===== src/rtl/mips_debug_sequencer_if.sv =====
// rtl/mips_debug_sequencer_if.sv - debug read-back bus and frame output stream of the debug sequencer
interface mips_debug_sequencer_if #(
  parameter int NB_FRAME = 32
);
  logic [4:0]          o_reg_addr;
  logic                o_mem_rd_en;
  logic                o_instr_rd_en;
  logic [NB_FRAME-1:0] i_reg_data;
  logic [NB_FRAME-1:0] i_pc;
  logic [NB_FRAME-1:0] i_mem_data;
  logic [NB_FRAME-1:0] i_instr_data;
  logic [NB_FRAME-1:0] o_frame;
  logic                o_frame_valid;
  logic                o_eod;
  logic                o_busy;

  modport master (
    output o_reg_addr, o_mem_rd_en, o_instr_rd_en,
    output o_frame, o_frame_valid, o_eod, o_busy,
    input  i_reg_data, i_pc, i_mem_data, i_instr_data
  );

  modport slave (
    input  o_reg_addr, o_mem_rd_en, o_instr_rd_en,
    input  o_frame, o_frame_valid, o_eod, o_busy,
    output i_reg_data, i_pc, i_mem_data, i_instr_data
  );
endinterface


===== src/rtl/mips_debug_sequencer.sv =====
// rtl/mips_debug_sequencer.sv - serializes a selected pipeline latch, register, memory word or PC into debug frames
// Optional latch snapshot at acceptance enabled by defining MIPS_DEBUG_SNAPSHOT_EN.
module mips_debug_sequencer #(
  parameter int NB_FRAME = 32,
  parameter int NB_LATCH = 96
) (
  input  logic                i_clock,
  input  logic                i_reset,
  input  logic [5:0]          i_request_select,
  input  logic [NB_LATCH-1:0] i_latch_fetch_data,
  input  logic [NB_LATCH-1:0] i_latch_fetch_ctrl,
  input  logic [NB_LATCH-1:0] i_latch_deco_data,
  input  logic [NB_LATCH-1:0] i_latch_deco_ctrl,
  input  logic [NB_LATCH-1:0] i_latch_exec_data,
  input  logic [NB_LATCH-1:0] i_latch_exec_ctrl,
  input  logic [NB_LATCH-1:0] i_latch_mem_data,
  input  logic [NB_LATCH-1:0] i_latch_mem_ctrl,
  mips_debug_sequencer_if.master dbg
);
  localparam logic [5:0] SEL_IDLE  = 6'h3F;
  localparam logic [5:0] SEL_MEM   = 6'h20;
  localparam logic [5:0] SEL_INSTR = 6'h21;
  localparam logic [5:0] SEL_PC    = 6'h22;

  typedef enum logic [1:0] {IDLE, WAIT, SEND, EOD} state_t;

  state_t              state_q, state_d;
  logic [1:0]          count_q, count_d;
  logic [5:0]          src_q, src_d;
  logic                arm_q, arm_d;
  logic [NB_FRAME-1:0] frame_q, frame_d;
  logic                valid_q, valid_d;
  logic                eod_q, eod_d;
  logic [4:0]          reg_addr;
  logic                mem_rd, instr_rd;
  logic                accept;
  logic [5:0]          cur_sel;
  logic [NB_LATCH-1:0] latch_live, latch_src;

  function automatic logic is_reg(input logic [5:0] sel);
    return ~sel[5];
  endfunction

  function automatic logic is_latch(input logic [5:0] sel);
    return (sel >= 6'h24) && (sel <= 6'h2B);
  endfunction

  function automatic logic [NB_FRAME-1:0] word_of(input logic [NB_LATCH-1:0] grp, input logic [1:0] idx);
    case (idx)
      2'd0:    return grp[NB_LATCH-1 -: NB_FRAME];
      2'd1:    return grp[NB_LATCH-NB_FRAME-1 -: NB_FRAME];
      default: return grp[NB_FRAME-1:0];
    endcase
  endfunction

  // In IDLE the incoming select picks the group; afterwards the accepted source is held.
  assign cur_sel = (state_q == IDLE) ? i_request_select : src_q;
  assign accept  = (state_q == IDLE) && arm_q && (i_request_select != SEL_IDLE) && !i_reset;

  always_comb begin
    latch_live = '0;
    case (cur_sel)
      6'h24:   latch_live = i_latch_fetch_data;
      6'h25:   latch_live = i_latch_fetch_ctrl;
      6'h26:   latch_live = i_latch_deco_data;
      6'h27:   latch_live = i_latch_deco_ctrl;
      6'h28:   latch_live = i_latch_exec_data;
      6'h29:   latch_live = i_latch_exec_ctrl;
      6'h2A:   latch_live = i_latch_mem_data;
      6'h2B:   latch_live = i_latch_mem_ctrl;
      default: latch_live = '0;
    endcase
  end

`ifdef MIPS_DEBUG_SNAPSHOT_EN
  logic [NB_LATCH-1:0] shadow_q;

  always_ff @(posedge i_clock) begin
    if (i_reset)
      shadow_q <= '0;
    else if (accept)
      shadow_q <= latch_live;
  end

  assign latch_src = (state_q == IDLE) ? latch_live : shadow_q;
`else
  assign latch_src = latch_live;
`endif

  always_comb begin
    state_d  = state_q;
    count_d  = count_q;
    src_d    = src_q;
    frame_d  = '0;
    valid_d  = 1'b0;
    eod_d    = 1'b0;
    reg_addr = '0;
    mem_rd   = 1'b0;
    instr_rd = 1'b0;
    arm_d    = (i_request_select == SEL_IDLE) ? 1'b1 : arm_q;
    case (state_q)
      IDLE: begin
        if (accept) begin
          arm_d = 1'b0;
          src_d = i_request_select;
          count_d = 2'd0;
          if (is_latch(i_request_select)) begin
            state_d = SEND;
            frame_d = word_of(latch_src, 2'd0);
            valid_d = 1'b1;
          end else if (i_request_select == SEL_PC) begin
            state_d = SEND;
            frame_d = dbg.i_pc;
            valid_d = 1'b1;
          end else if (is_reg(i_request_select)) begin
            state_d  = WAIT;
            reg_addr = i_request_select[4:0];
          end else if (i_request_select == SEL_MEM) begin
            state_d = WAIT;
            mem_rd  = 1'b1;
          end else if (i_request_select == SEL_INSTR) begin
            state_d  = WAIT;
            instr_rd = 1'b1;
          end else begin
            state_d = EOD;
            eod_d   = 1'b1;
          end
        end
      end
      WAIT: begin
        state_d = SEND;
        count_d = 2'd0;
        valid_d = 1'b1;
        if (is_reg(src_q))
          frame_d = dbg.i_reg_data;
        else if (src_q == SEL_MEM)
          frame_d = dbg.i_mem_data;
        else
          frame_d = dbg.i_instr_data;
      end
      SEND: begin
        if (is_latch(src_q) && (count_q != 2'd2)) begin
          count_d = count_q + 2'd1;
          frame_d = word_of(latch_src, count_q + 2'd1);
          valid_d = 1'b1;
        end else begin
          state_d = EOD;
          count_d = 2'd0;
          eod_d   = 1'b1;
        end
      end
      EOD: begin
        state_d = IDLE;
      end
      default: state_d = IDLE;
    endcase
  end

  always_ff @(posedge i_clock) begin
    if (i_reset) begin
      state_q <= IDLE;
      count_q <= 2'd0;
      src_q   <= SEL_IDLE;
      arm_q   <= 1'b1;
      frame_q <= '0;
      valid_q <= 1'b0;
      eod_q   <= 1'b0;
    end else begin
      state_q <= state_d;
      count_q <= count_d;
      src_q   <= src_d;
      arm_q   <= arm_d;
      frame_q <= frame_d;
      valid_q <= valid_d;
      eod_q   <= eod_d;
    end
  end

  assign dbg.o_reg_addr    = reg_addr;
  assign dbg.o_mem_rd_en   = mem_rd;
  assign dbg.o_instr_rd_en = instr_rd;
  assign dbg.o_frame       = frame_q;
  assign dbg.o_frame_valid = valid_q;
  assign dbg.o_eod         = eod_q;
  assign dbg.o_busy        = (state_q != IDLE);
endmodule


===== src/flat_wrapper.sv =====
// flat-port wrapper written by rule: the top's interface ports become plain ports
module mips_debug_sequencer_flat 
#(
  parameter int NB_FRAME = 32,
  parameter int NB_LATCH = 96
)
  (i_clock, i_reset, i_request_select, i_latch_fetch_data, i_latch_fetch_ctrl, i_latch_deco_data, i_latch_deco_ctrl, i_latch_exec_data, i_latch_exec_ctrl, i_latch_mem_data, i_latch_mem_ctrl, dbg_o_reg_addr, dbg_o_mem_rd_en, dbg_o_instr_rd_en, dbg_o_frame, dbg_o_frame_valid, dbg_o_eod, dbg_o_busy, dbg_i_reg_data, dbg_i_pc, dbg_i_mem_data, dbg_i_instr_data);
  mips_debug_sequencer_if #(.NB_FRAME(NB_FRAME)) dbg_i ();
  input  logic i_clock;
  input  logic i_reset;
  input  logic [5:0] i_request_select;
  input  logic [NB_LATCH-1:0] i_latch_fetch_data;
  input  logic [NB_LATCH-1:0] i_latch_fetch_ctrl;
  input  logic [NB_LATCH-1:0] i_latch_deco_data;
  input  logic [NB_LATCH-1:0] i_latch_deco_ctrl;
  input  logic [NB_LATCH-1:0] i_latch_exec_data;
  input  logic [NB_LATCH-1:0] i_latch_exec_ctrl;
  input  logic [NB_LATCH-1:0] i_latch_mem_data;
  input  logic [NB_LATCH-1:0] i_latch_mem_ctrl;
  output wire logic [$bits(dbg_i.o_reg_addr)-1:0] dbg_o_reg_addr;
  output wire logic [$bits(dbg_i.o_mem_rd_en)-1:0] dbg_o_mem_rd_en;
  output wire logic [$bits(dbg_i.o_instr_rd_en)-1:0] dbg_o_instr_rd_en;
  output wire logic [$bits(dbg_i.o_frame)-1:0] dbg_o_frame;
  output wire logic [$bits(dbg_i.o_frame_valid)-1:0] dbg_o_frame_valid;
  output wire logic [$bits(dbg_i.o_eod)-1:0] dbg_o_eod;
  output wire logic [$bits(dbg_i.o_busy)-1:0] dbg_o_busy;
  input wire logic [$bits(dbg_i.i_reg_data)-1:0] dbg_i_reg_data;
  input wire logic [$bits(dbg_i.i_pc)-1:0] dbg_i_pc;
  input wire logic [$bits(dbg_i.i_mem_data)-1:0] dbg_i_mem_data;
  input wire logic [$bits(dbg_i.i_instr_data)-1:0] dbg_i_instr_data;
  assign dbg_o_reg_addr = dbg_i.o_reg_addr;
  assign dbg_o_mem_rd_en = dbg_i.o_mem_rd_en;
  assign dbg_o_instr_rd_en = dbg_i.o_instr_rd_en;
  assign dbg_o_frame = dbg_i.o_frame;
  assign dbg_o_frame_valid = dbg_i.o_frame_valid;
  assign dbg_o_eod = dbg_i.o_eod;
  assign dbg_o_busy = dbg_i.o_busy;
  assign dbg_i.i_reg_data = dbg_i_reg_data;
  assign dbg_i.i_pc = dbg_i_pc;
  assign dbg_i.i_mem_data = dbg_i_mem_data;
  assign dbg_i.i_instr_data = dbg_i_instr_data;
  mips_debug_sequencer #(.NB_FRAME(NB_FRAME), .NB_LATCH(NB_LATCH)) u_core (.i_clock(i_clock), .i_reset(i_reset), .i_request_select(i_request_select), .i_latch_fetch_data(i_latch_fetch_data), .i_latch_fetch_ctrl(i_latch_fetch_ctrl), .i_latch_deco_data(i_latch_deco_data), .i_latch_deco_ctrl(i_latch_deco_ctrl), .i_latch_exec_data(i_latch_exec_data), .i_latch_exec_ctrl(i_latch_exec_ctrl), .i_latch_mem_data(i_latch_mem_data), .i_latch_mem_ctrl(i_latch_mem_ctrl), .dbg(dbg_i));
endmodule

===== config.mk =====
export PLATFORM = sky130hd
export DESIGN_NAME = mips_debug_sequencer_flat
export DESIGN_NICKNAME = d
export VERILOG_FILES = /design/src/rtl/mips_debug_sequencer_if.sv /design/src/rtl/mips_debug_sequencer.sv /design/src/flat_wrapper.sv
export SDC_FILE = /design/constraint.sdc
export NUM_CORES = 1
export LEC_CHECK = 0
export CAP_MARGIN = 20
export CORE_AREA = 8 8 359 361
export DETAILED_ROUTE_END_ITERATION = 7
export DIE_AREA = 0 0 367 369
export GPL_TIMING_DRIVEN = 0
export SYNTH_ARGS = -nofsm -noshare
export SYNTH_HDL_FRONTEND = slang
export SYNTH_SLANG_ARGS = --single-unit

===== constraint.sdc =====
create_clock -name i_clock -period 3.2 [get_ports i_clock]
set_clock_uncertainty 0.15 [all_clocks]
set_input_delay 0.48 -clock i_clock [delete_from_list [all_inputs] [get_ports i_clock]]
set_output_delay 0.48 -clock i_clock [all_outputs]
set_load 0.005 [all_outputs]

==> impl_results.md, run 1 <==
* CP delay by family, top: compound AO/OA/AOI/OAI gates
* Clock power share at about 8.2%
* Vias at ~18,000
* Comb power frac at 82.5%
* CP most frequent cell: buf_6
* CP arrival at 3.63 ns
* Met1 GRT Util at 29.45%
* DRT iter0 DRCs at about 2,300
* Synth unique cells at between 60 and 70
* Non-Filler Instances at around 4,000
* Global route total overflow at 0
* CTS tree: done
* First-pass GRT wire length at between 200,000 and 250,000 um
* Worst endpoint required time at about 3.3 ns
* Cell total after placement at 3,825
* Place WS at -2.236 ns
* Setup_tns at -3.877 ns
* CP endpoint kind: register
* Routed length per instance at roughly 44 um
* #FFs+latches synth at 45
* DRT Pass-1 Iters at 7
* GR peak layer: met2
* Sequential share of the synthesized area at about a tenth
* Pin count of the biggest net entering global routing at 17
* H-Tree Depth at 2
* Die Span Y at ~370 um
* Critical path class: register to register
* Die area at 135,400 um^2
* TritonCTS buffer count at 5
* Synth Warn # at 0
* CP peak stage delay at 0.90 ns
* FP Rows at around 130
* Net Sw Power at about 4.5 mW
* Rel. slew slack at between 20% and 30%
* Reg2reg start: u_core.state_q[1]
* Initial antenna violation count at 220
* Layout cells sized above 1 at a little under a fifth
* Mapped cell area at 8551 um^2
* CP max FO at 11
* Die width at 367 um
* Pwr dens at ~370 nW/um^2
* Layout area overhead at 178.4%
* Reg clk slew, reported paths at around 0.13 ns
* Fin. Hold Viols at 0
* Fillers at between 10,000 and 15,000
* Max Buffers Root-to-Sink at 2
* Multi-input gate area at 8259 um^2
* LEAKAGE at just over 8 nW
* Post-synth top area cell: a22oi_1
* Status: finished, violations left
* Crit path buffers/inverters at 5
* Antenna Violating Nets Remaining at 0
* Slew @ Worst Pin at ~1.1 ns
* Fmax at between 200 and 300 MHz
* Syn_nets at between 2,000 and 2,500
* Worst skew pair latency at about 0.34 ns
* HP Start: i_request_select[2]
* Mean Syn Cell Area at roughly 7.0 um^2
* GR Layer Usage met2 at about two fifths
* Post-DR vias/cell at 4.529
* Setup crit start: u_core.state_q[1]
* Post-route setup slack at -0.3401 ns
* # Max-Cap Violations at 0
* Synthesized instance count at around 1,200
* Root Buffer: clkbuf_16
* GP Congestion at slightly below 1
* Vias in the first global route at 17,734
* Internal power at ~4.2 mW
* I/O Buffers at 942
* Failing checks: setup timing
* Top cells by area, synth: a22oi_1, dfxtp_1, mux2i_1
* Largest vdd supply drop at roughly 0.00025 V
* Slowest cell on crit path: a222oi_1
* TritonCTS Sinks at between 40 and 50
* Worst hold path type: input pin to register
* DRC violations left at 0
* Most common cell in the netlist: a22oi_1
* Core ar. at roughly 120,000 um^2
* Most used DFF post-synth: dfxtp_1
* # IOs at around 950
* Setup crit start kind: register
* RSZ-0062 raised after global routing: yes
* DP HPWL at between 150,000 and 200,000 um
* Post-layout min period at between 3 and 4 ns
* Setup-failing EPs final at 27
* Critical Path, Cell by Cell: inv_2, ha_4, buf_6, mux2_4, o211a_1, buf_6, clkbuf_8, a222oi_1, nand3_1, buf_4, mux2i_2, o221ai_2
* Met3 Track Usage GR at around 11%
* FF+latch area at about 900 um^2
* Final Max Tran Viols at 0
* Number of synthesized flops with an enable pin at 0
* Initial Util at under 10%
* Global Route Usage Sum at between 20 and 25%
* Final net count at between 3,000 and 4,000
* Tcrit/Tclk final at 110.6%
* Routed WL at around 180,000 um
* Asr flop ratio synth at 0%
* Area share of the largest cell type after synthesis at 17.56%
* Top post-synthesis cells by count: a22oi_1, nand2_1, clkbuf_1
* Sequential share of power at 9.2%
* Switch share at about 52%
through the flow:
stage          area, um^2  util, %  hold WS [ns]  power (mW)
6_report            23810    19.36        0.3349       8.737
5_1_grt             23660    19.24        0.3434       8.950
4_1_cts             22880    18.61        0.3024       8.397
3_5_place_dp        20350    16.55        0.3431       6.479
3_3_place_gp        20030    16.28        0.3286       6.371
2_1_floorplan        8551        -        0.3148       2.875
cells by family after synthesis:
logic type / count (synthesis) / share of synthesized area [%]
mux: 72 / 8.853
compound gates: 570 / 49.46
xor+xnor: 2 / 0.2049
buf+inv: 151 / 7.872
fa+ha+maj: 8 / 1.171
simple gates: 374 / 21.91
flops: 45 / 10.54
timing repair:
action / 4_1_cts / 5_1_grt
buffers inserted: 94 / 25
hold buffers: 0 / 0
resized for setup: 388 / 99
pin swaps: 75 / 75
setup endpoints to repair: 40 / 33
cloned: 2 / 0
power by group through the flow:
stage	sequential (mW)	combinational (mW)	clock [mW]
CTS	0.798	6.83	0.765
global placement	0.799	5.57	0
detailed placement	0.805	5.67	0
floorplan	0.782	2.09	0
global route	0.816	7.37	0.763
finish	0.804	7.21	0.721
per-layer routing:
metal / routed length (um) / up-vias
li1: - / 7307
met1: 70620 / 8947
met2: 78140 / 1567
met3: 21210 / 356
met4: 8408 / 116
met5: 748 / -
placed cells by master, fill, tap and decap left out, types with 12 or more instances in the layout:
cell             netlist  routed
nand4_1               36      36
a22o_1                37      33
a221oi_2               1      20
buf_8                  0      22
a222oi_1              24      24
o21ai_0               71      58
clkbuf_1              77      35
clkdlybuf4s50_1        0     932
nand3_1               59      45
a21oi_1               62      59
a211oi_1              26      15
diode_2                0      88
buf_6                  4      36
nor2b_1               13      13
clkbuf_2               0      13
nor2_1                58      50
mux2i_1               66      57
dfxtp_1               45      43
buf_12                 0      23
o22ai_1               31      31
buf_4                  6     113
nand2_1              113     105
nor2_4                 1      12
a22oi_2                0      29
a22oi_1              200     171
and3_1                36      34
layout make-up:
cell class,instances,area share (%)
repair buffers,1089,45.58
multi-input cells,1026,34.69
well taps,1637,8.603
plain buffers,134,5.586
flip-flops and latches,45,3.794
diodes,88,0.9249
clock buffers,5,0.5255
inverters,12,0.1892
clock inverters,3,0.1051
registers in the layout (all words and copies together) (netlist names):
register                  count
u_core.dbg.o_frame           32
u_core.src_q                  6
u_core.count_q                2
u_core.state_q                2
u_core.arm_q                  1
u_core.dbg.o_eod              1
u_core.dbg.o_frame_valid      1
worst min-delay path, cell delays in order:
cell,delay [ns]
buf_2,0.16
nand2_1,0.07
nand3_1,0.06
path summary, 6_finish.rpt:
kind                                          endpoint  slack [ns]  cells after the start
worst max register to register  u_core.dbg.o_frame[21]       -0.34                     12
worst max-delay path            u_core.dbg.o_frame[21]       -0.34                     12
worst min register to register       u_core.count_q[1]        0.35                      2
worst min-delay path                   u_core.src_q[2]        0.33                      3
No activity file was read; power rests on OpenSTA's default activity.
==> run 2, diff against run 1 <==
--- a/config.mk
+++ b/config.mk
@@ -10,6 +10,7 @@
 export DETAILED_ROUTE_END_ITERATION = 7
 export DIE_AREA = 0 0 367 369
 export GPL_TIMING_DRIVEN = 0
+export PLACE_DENSITY = 0.32
 export SYNTH_ARGS = -nofsm -noshare
 export SYNTH_HDL_FRONTEND = slang
 export SYNTH_SLANG_ARGS = --single-unit
==> impl_results.md, run 2 (synthesis results as in run 1) <==
* Status: finished, violations left
* Failing checks: DRC, setup timing
* CTS tree: done
* Setup-failing EPs final at 30
* Critical path class: register to register
* Routed length per instance at 42.26 um
* Largest vdd supply drop at 0.0002198 V
* Root Buffer: clkbuf_16
* Vias at 17,279
* Slew @ Worst Pin at between 1 and 1.5 ns
* Antenna Violating Nets Remaining at 0
* Internal power at 4.522 mW
* Worst hold path type: input pin to register
* CP max FO at 5
* Setup crit start kind: register
* Post-DR vias/cell at around 4.3
* Die area at roughly 140,000 um^2
* CP arrival at 3.68 ns
* Commonest non-fill, non-tap cell in the layout: clkdlybuf4s50_1
* Die Span Y at around 370 um
* Layout cells sized above 1 at between 20% and 30%
* Net Sw Power at ~4.5 mW
* Final Max Tran Viols at 0
* Layout area overhead at 190.2%
* Post-layout min period at 3.610 ns
* Fillers at approximately 14,000
* Pin count of the biggest net entering global routing at 20
* Sequential share of power at 8.9%
* Rel. slew slack at around 30%
* FP Rows at 129
* Die width at ~370 um
* Max reg flops at 32
* Clock power share at under 10%
* TritonCTS Sinks at 45
* Routed WL at 171,300 um
* Initial Util at ~7.0%
* Global Route Usage Sum at a little under a quarter
* Core ar. at 123,000 um^2
* Max Buffers Root-to-Sink at 2
* First-pass GRT wire length at just over 200,000 um
* Final core occ at approximately a fifth
* Worst endpoint required time at 3.27 ns
* FF+latch area at roughly 900 um^2
* DRT Pass-1 Iters at 8
* Initial antenna violation count at between 100 and 150
* Pwr dens at about 360 nW/um^2
* Switch share at 50.06%
* Worst skew pair latency at 0.36 ns
* CP endpoint kind: register
* DRC violations left at 3
* Fin Hold WS at about 0.30 ns
* Fin. Hold Viols at 0
* Hold buffers post-CTS at 0
* GP Congestion at between 0.8 and 0.9
* # Max-Cap Violations at 0
* H-Tree Depth at 2
* Reg clk slew, reported paths at around 0.09 ns
* DRT iter0 DRCs at 1,464
* TritonCTS buffer count at 5
* Fmax at approximately 280 MHz
* LEAKAGE at approximately 9 nW
* # IOs at between 900 and 1,000
* Global route total overflow at 0
* Tcrit/Tclk final at 112.8%
* Vias in the first global route at 17,719
* Commonest non-fill, non-tap cells in the layout: clkdlybuf4s50_1, buf_4, a22oi_1
* Multi-input gate area at between 8000 and 9000 um^2
* DP HPWL at roughly 140,000 um
* Final net count at between 3,000 and 4,000
* RSZ-0062 raised after global routing: yes
* Post-route setup slack at -0.4105 ns
* I/O Buffers at 942
* Comb power frac at 83.1%
## run 2: cell types whose count changed in the layout (fill, tap and decap cells not counted), sizes merged, moves of 2 or more
cell and delta:
diode -47, clkbuf -2, dlygate4sd2 -2, buf +62, clkdlybuf4s50 +4
## run 2: repair_timing
| item | in CTS | in global routing |
|---|---|---|
| buffers inserted | 101 | 84 |
| cloned | 4 | 3 |
| endpoints found under the setup margin | 41 | 37 |
| pin swaps | 89 | 143 |
| resized for setup | 424 | 168 |
## run 2: area by class of cell
| cell class | count | share of cell area, % |
|---|---|---|
| Antenna cell | 41 | 0.4135 |
| Buffer | 126 | 5.829 |
| Clock buffer | 5 | 0.5042 |
| Clock inverter | 2 | 0.1412 |
| Inverter | 12 | 0.2017 |
| Multi-Input combinational cell | 1027 | 34.33 |
| Sequential cell | 45 | 3.641 |
| Tap cell | 1637 | 8.254 |
| Timing Repair Buffer | 1157 | 46.68 |
## run 2: final timing paths
check | from | endpoint | depth (start not counted) | slack [ns]
worst max register to register | u_core.state_q[0] | u_core.dbg.o_frame[28] | 13 | -0.41
worst min register to register | u_core.count_q[1] | u_core.count_q[1] | 2 | 0.35
worst max-delay path | u_core.state_q[0] | u_core.dbg.o_frame[28] | 13 | -0.41
worst min-delay path | i_request_select[1] | u_core.src_q[1] | 3 | 0.30
## run 2: layer usage
| metal | global-route usage, % | share of wire, % | wire (um) | up-vias |
|---|---|---|---|---|
| li1 | - | - | - | 7364 |
| met1 | 29.25 | 42 | 71900 | 8598 |
| met2 | 40.03 | 47 | 80380 | 1013 |
| met3 | 6.966 | 7.8 | 13340 | 250 |
| met4 | 5.693 | 3.1 | 5276 | 54 |
| met5 | 0 | 0.21 | 356 | - |
## run 2: power by group through the flow
| stage | combinational, mW | clock [mW] | sequential [mW] |
|---|---|---|---|
| final | 7.52 | 0.726 | 0.805 |
| after CTS | 7.07 | 0.786 | 0.809 |
| after global placement | 5.65 | 0 | 0.805 |
| after detailed placement | 5.74 | 0 | 0.808 |
| after floorplan | 2.09 | 0 | 0.782 |
| after global routing | 7.81 | 0.785 | 0.823 |
## run 2: metrics by stage
| step | setup TNS, ns | instances | power, mW | cell area, um^2 | worst slack [ns] |
|---|---|---|---|---|---|
| global route | -5.034 | 4021 | 9.421 | 24740 | -0.3544 |
| floorplan | 0 | 1222 | 2.875 | 8551 | 0.4241 |
| CTS | -5.549 | 3927 | 8.665 | 23230 | -0.3869 |
| finish | -3.831 | 4052 | 9.056 | 24810 | -0.4105 |
| global placement | -93.11 | 3801 | 6.455 | 20030 | -3.354 |
| detailed placement | -68.61 | 3822 | 6.551 | 20330 | -2.601 |
## run 2: worst max-delay path: stages (launching register included)
cell      delay (ns)
dfxtp_2         0.37
inv_4           0.05
ha_4            0.16
buf_6           0.13
and3b_2         0.26
o211ai_4        0.29
buf_6           0.16
nor2_4          0.06
buf_12          0.15
buf_16          0.15
a222oi_1        0.92
nand3_1         0.30
o21ai_2         0.21
o22ai_1         0.08
==> run 3, diff against run 2 <==
--- a/config.mk
+++ b/config.mk
@@ -5,12 +5,13 @@
 export SDC_FILE = /design/constraint.sdc
 export NUM_CORES = 1
 export LEC_CHECK = 0
+export ABC_AREA = 1
 export CAP_MARGIN = 20
-export CORE_AREA = 8 8 359 361
+export CORE_AREA = 8 8 365 367
 export DETAILED_ROUTE_END_ITERATION = 7
-export DIE_AREA = 0 0 367 369
+export DIE_AREA = 0 0 373 375
 export GPL_TIMING_DRIVEN = 0
-export PLACE_DENSITY = 0.32
+export PLACE_DENSITY = 0.34
 export SYNTH_ARGS = -nofsm -noshare
 export SYNTH_HDL_FRONTEND = slang
 export SYNTH_SLANG_ARGS = --single-unit
==> impl_results.md, run 3 <==
* Number of synthesized flops with an enable pin at 0
* Most used DFF post-synth: dfxtp_1
* First-pass GRT wire length at 206,200 um
* FP Rows at between 100 and 150
* Top post-synthesis cells by count: nand3_1, nand2_1, nor2_1
* Synth unique cells at 33
* Worst hold path type: register to register
* TritonCTS buffer count at 5
* Sequential share of the synthesized area at 7.495%
* Rel. slew slack at between 40% and 50%
* Initial antenna violation count at 70
* Hold buffers post-CTS at 0
* I/O Buffers at 945
* Root Buffer: clkbuf_16
* Fillers at 14,720
* Non-Filler Instances at between 5,000 and 6,000
* Fmax at 318.7 MHz
* Top cells by area, synth: nand3_1, nand2_1, dfxtp_1
* Setup-failing EPs final at 0
* Fin. Hold Viols at 0
* CP max FO at 10
* Layout area overhead at 114.7%
* Post-DR vias/cell at between 4 and 5
* Reg2reg start: u_core.state_q[1]
* Synthesized instance count at 2,446
* GP Congestion at slightly above 0.9
* Tot Pwr at between 10 and 15 mW
* Final net count at between 4,000 and 5,000
* Slew @ Worst Pin at between 0.7 and 0.8 ns
* Routed length per instance at 31.65 um
* # Max-Cap Violations at 0
* #FFs+latches synth at 45
* Tcrit/Tclk final at 98.05%
* Worst endpoint required time at approximately 3.3 ns
* Setup crit start kind: input pin
* Core ar. at ~130,000 um^2
* R2R cell count at 21
* Die Span Y at ~380 um
* Area share of the largest cell type after synthesis at 32.77%
* Most common cell in the netlist: nand3_1
* Max reg flops at 32
* Commonest non-fill, non-tap cell in the layout: clkdlybuf4s50_1
* Mapped cell area at 12,020 um^2
* Design area at about 26,000 um^2
* Status: complete, no violations
* CTS tree: done
* Post-route setup slack at just over 0.06 ns
* Critical path class: input pin to register
* Vias in the first global route at ~21,000
* Cell total after placement at between 5,000 and 6,000
* Initial Util at about a tenth
* Placed cell areas at about 24,000 um^2
* Vias at 21,196
* DP HPWL at roughly 140,000 um
* R2R Setup Slk at 0.09 ns
* Layout cells sized above 1 at around 14%
* Reg clk slew, reported paths at about 0.08 ns
* LEAKAGE at approximately 12 nW
* H-Tree Depth at 2
* DRT iter0 DRCs at 1,594
* Global route total overflow at 0
* Die width at 373 um
* Antenna Violating Nets Remaining at 0
* Routed WL at approximately 160,000 um
* CP arrival at 3.20 ns
* Max Buffers Root-to-Sink at 2
* CP endpoint kind: register
* DRC violations left at 0
* Asr flop ratio synth at 0%
* Setup crit start: i_request_select[4]
* Final Max Tran Viols at 0
* Critical Path End: u_core.dbg.o_frame[17]
* Setup_tns at 0 ns
* Post-synth top area cell: nand3_1
* Pwr dens at approximately 470 nW/um^2
* Pin count of the biggest net entering global routing at 15
* Post-layout min period at 3.138 ns
* DRT Pass-1 Iters at 5
* Syn_nets at 3,358
* Commonest non-fill, non-tap cells in the layout: clkdlybuf4s50_1, nand3_1, nand2_1
* Place WS at -1.617 ns
* Worst flop-to-flop path endpoint: u_core.dbg.o_frame[9]
* Mean Syn Cell Area at 4.914 um^2
* Global Route Usage Sum at 21.74%
* Worst skew pair latency at ~0.31 ns
* Die area at roughly 140,000 um^2
* TritonCTS Sinks at 45
* # IOs at about 950
* Synth Warn # at 0
* RSZ-0062 raised after global routing: yes
* Largest vdd supply drop at 0.0002123 V
## run 3: cell types whose count changed after synthesis, moves of 73 or more
cell	previous run	this run
nand2_1	113	726
a22oi_1	200	0
buf_2	43	116
inv_1	12	227
nand3_1	59	787
nor2_1	58	233
## run 3: final cells by class
| type | instances | area, um^2 | area share, % |
|---|---|---|---|
| clock inverters | 2 | 38.79 | 0.1503 |
| diodes | 34 | 85.08 | 0.3297 |
| well taps | 1662 | 2079 | 8.057 |
| repair buffers | 987 | 9936 | 38.50 |
| plain buffers | 194 | 1755 | 6.802 |
| clock buffers | 6 | 128.9 | 0.4993 |
| inverters | 242 | 919.6 | 3.563 |
| flip-flops and latches | 45 | 903.4 | 3.500 |
| multi-input cells | 1961 | 9962 | 38.60 |
## run 3: power breakdown
group | internal (mW) | leakage [nW] | switching, mW | total [mW]
Clock | 0.372 | 0.0813 | 0.276 | 0.648
Combinational | 3.63 | 11.2 | 7.04 | 10.7
Sequential | 0.687 | 0.368 | 0.0755 | 0.763
Total | 4.69 | 11.7 | 7.39 | 12.1
## run 3: how the worst min path moves through the flow
stage,from,to,slack [ns],cells after the start
after global routing,u_core.arm_q,u_core.arm_q,0.35,2
after detailed placement,u_core.arm_q,u_core.arm_q,0.31,2
final,u_core.arm_q,u_core.arm_q,0.33,2
after global placement,u_core.arm_q,u_core.arm_q,0.31,2
after CTS,u_core.arm_q,u_core.arm_q,0.33,2
after floorplan,u_core.src_q[4],u_core.src_q[4],0.29,2
## run 3: per-stage QoR
stage	util (%)	hold WS, ns
floorplan	-	0.2926
global placement	18.55	0.3060
detailed placement	18.55	0.3095
CTS	19.72	0.3325
global route	20.29	0.3486
finish	20.32	0.3313
## run 3: kinds of logic (layout without fill, tap and decap cells)
kind of cell	count (synthesis)	count (layout)	synth area share [%]
and+or+nand+nor	1806	1806	67.17
buffers and inverters	440	1431	16.97
AOI/OAI and AO/OA	147	147	7.537
DFF	45	45	7.495
adders and majority gates	8	8	0.8328
other	0	34	0
## run 3: what timing repair did
item                                    CTS  global route
endpoints found under the setup margin   34            38
cloned                                    2             1
gates resized for setup                 322           156
pin swaps                                15            34
buffers inserted                         24            15
## run 3: critical path, cell delays in order
cell and delay [ns]:
clkdlybuf4s50_1 0.54, nand2_1 0.12, o21ai_4 0.08, nor2_4 0.05, buf_12 0.14, bufbuf_16 0.29
buf_12 0.17, buf_4 0.21, nand3_1 0.09, nand2_1 0.05, nor2_1 0.22, nand2_2 0.16
nand2_1 0.10, nand3_1 0.08, nand2_2 0.18, nand3_1 0.09, nand2_1 0.07, inv_1 0.04
## run 3: metal layers
metal	GRT usage (%)	wire [um]	up-vias	part of all wire (%)
met2	37.33	77960	946	48
met5	0	218	-	0.13
met4	4.628	2727	34	1.7
li1	-	-	10003	-
met3	6.295	12810	127	7.9
met1	26.89	68750	10086	42
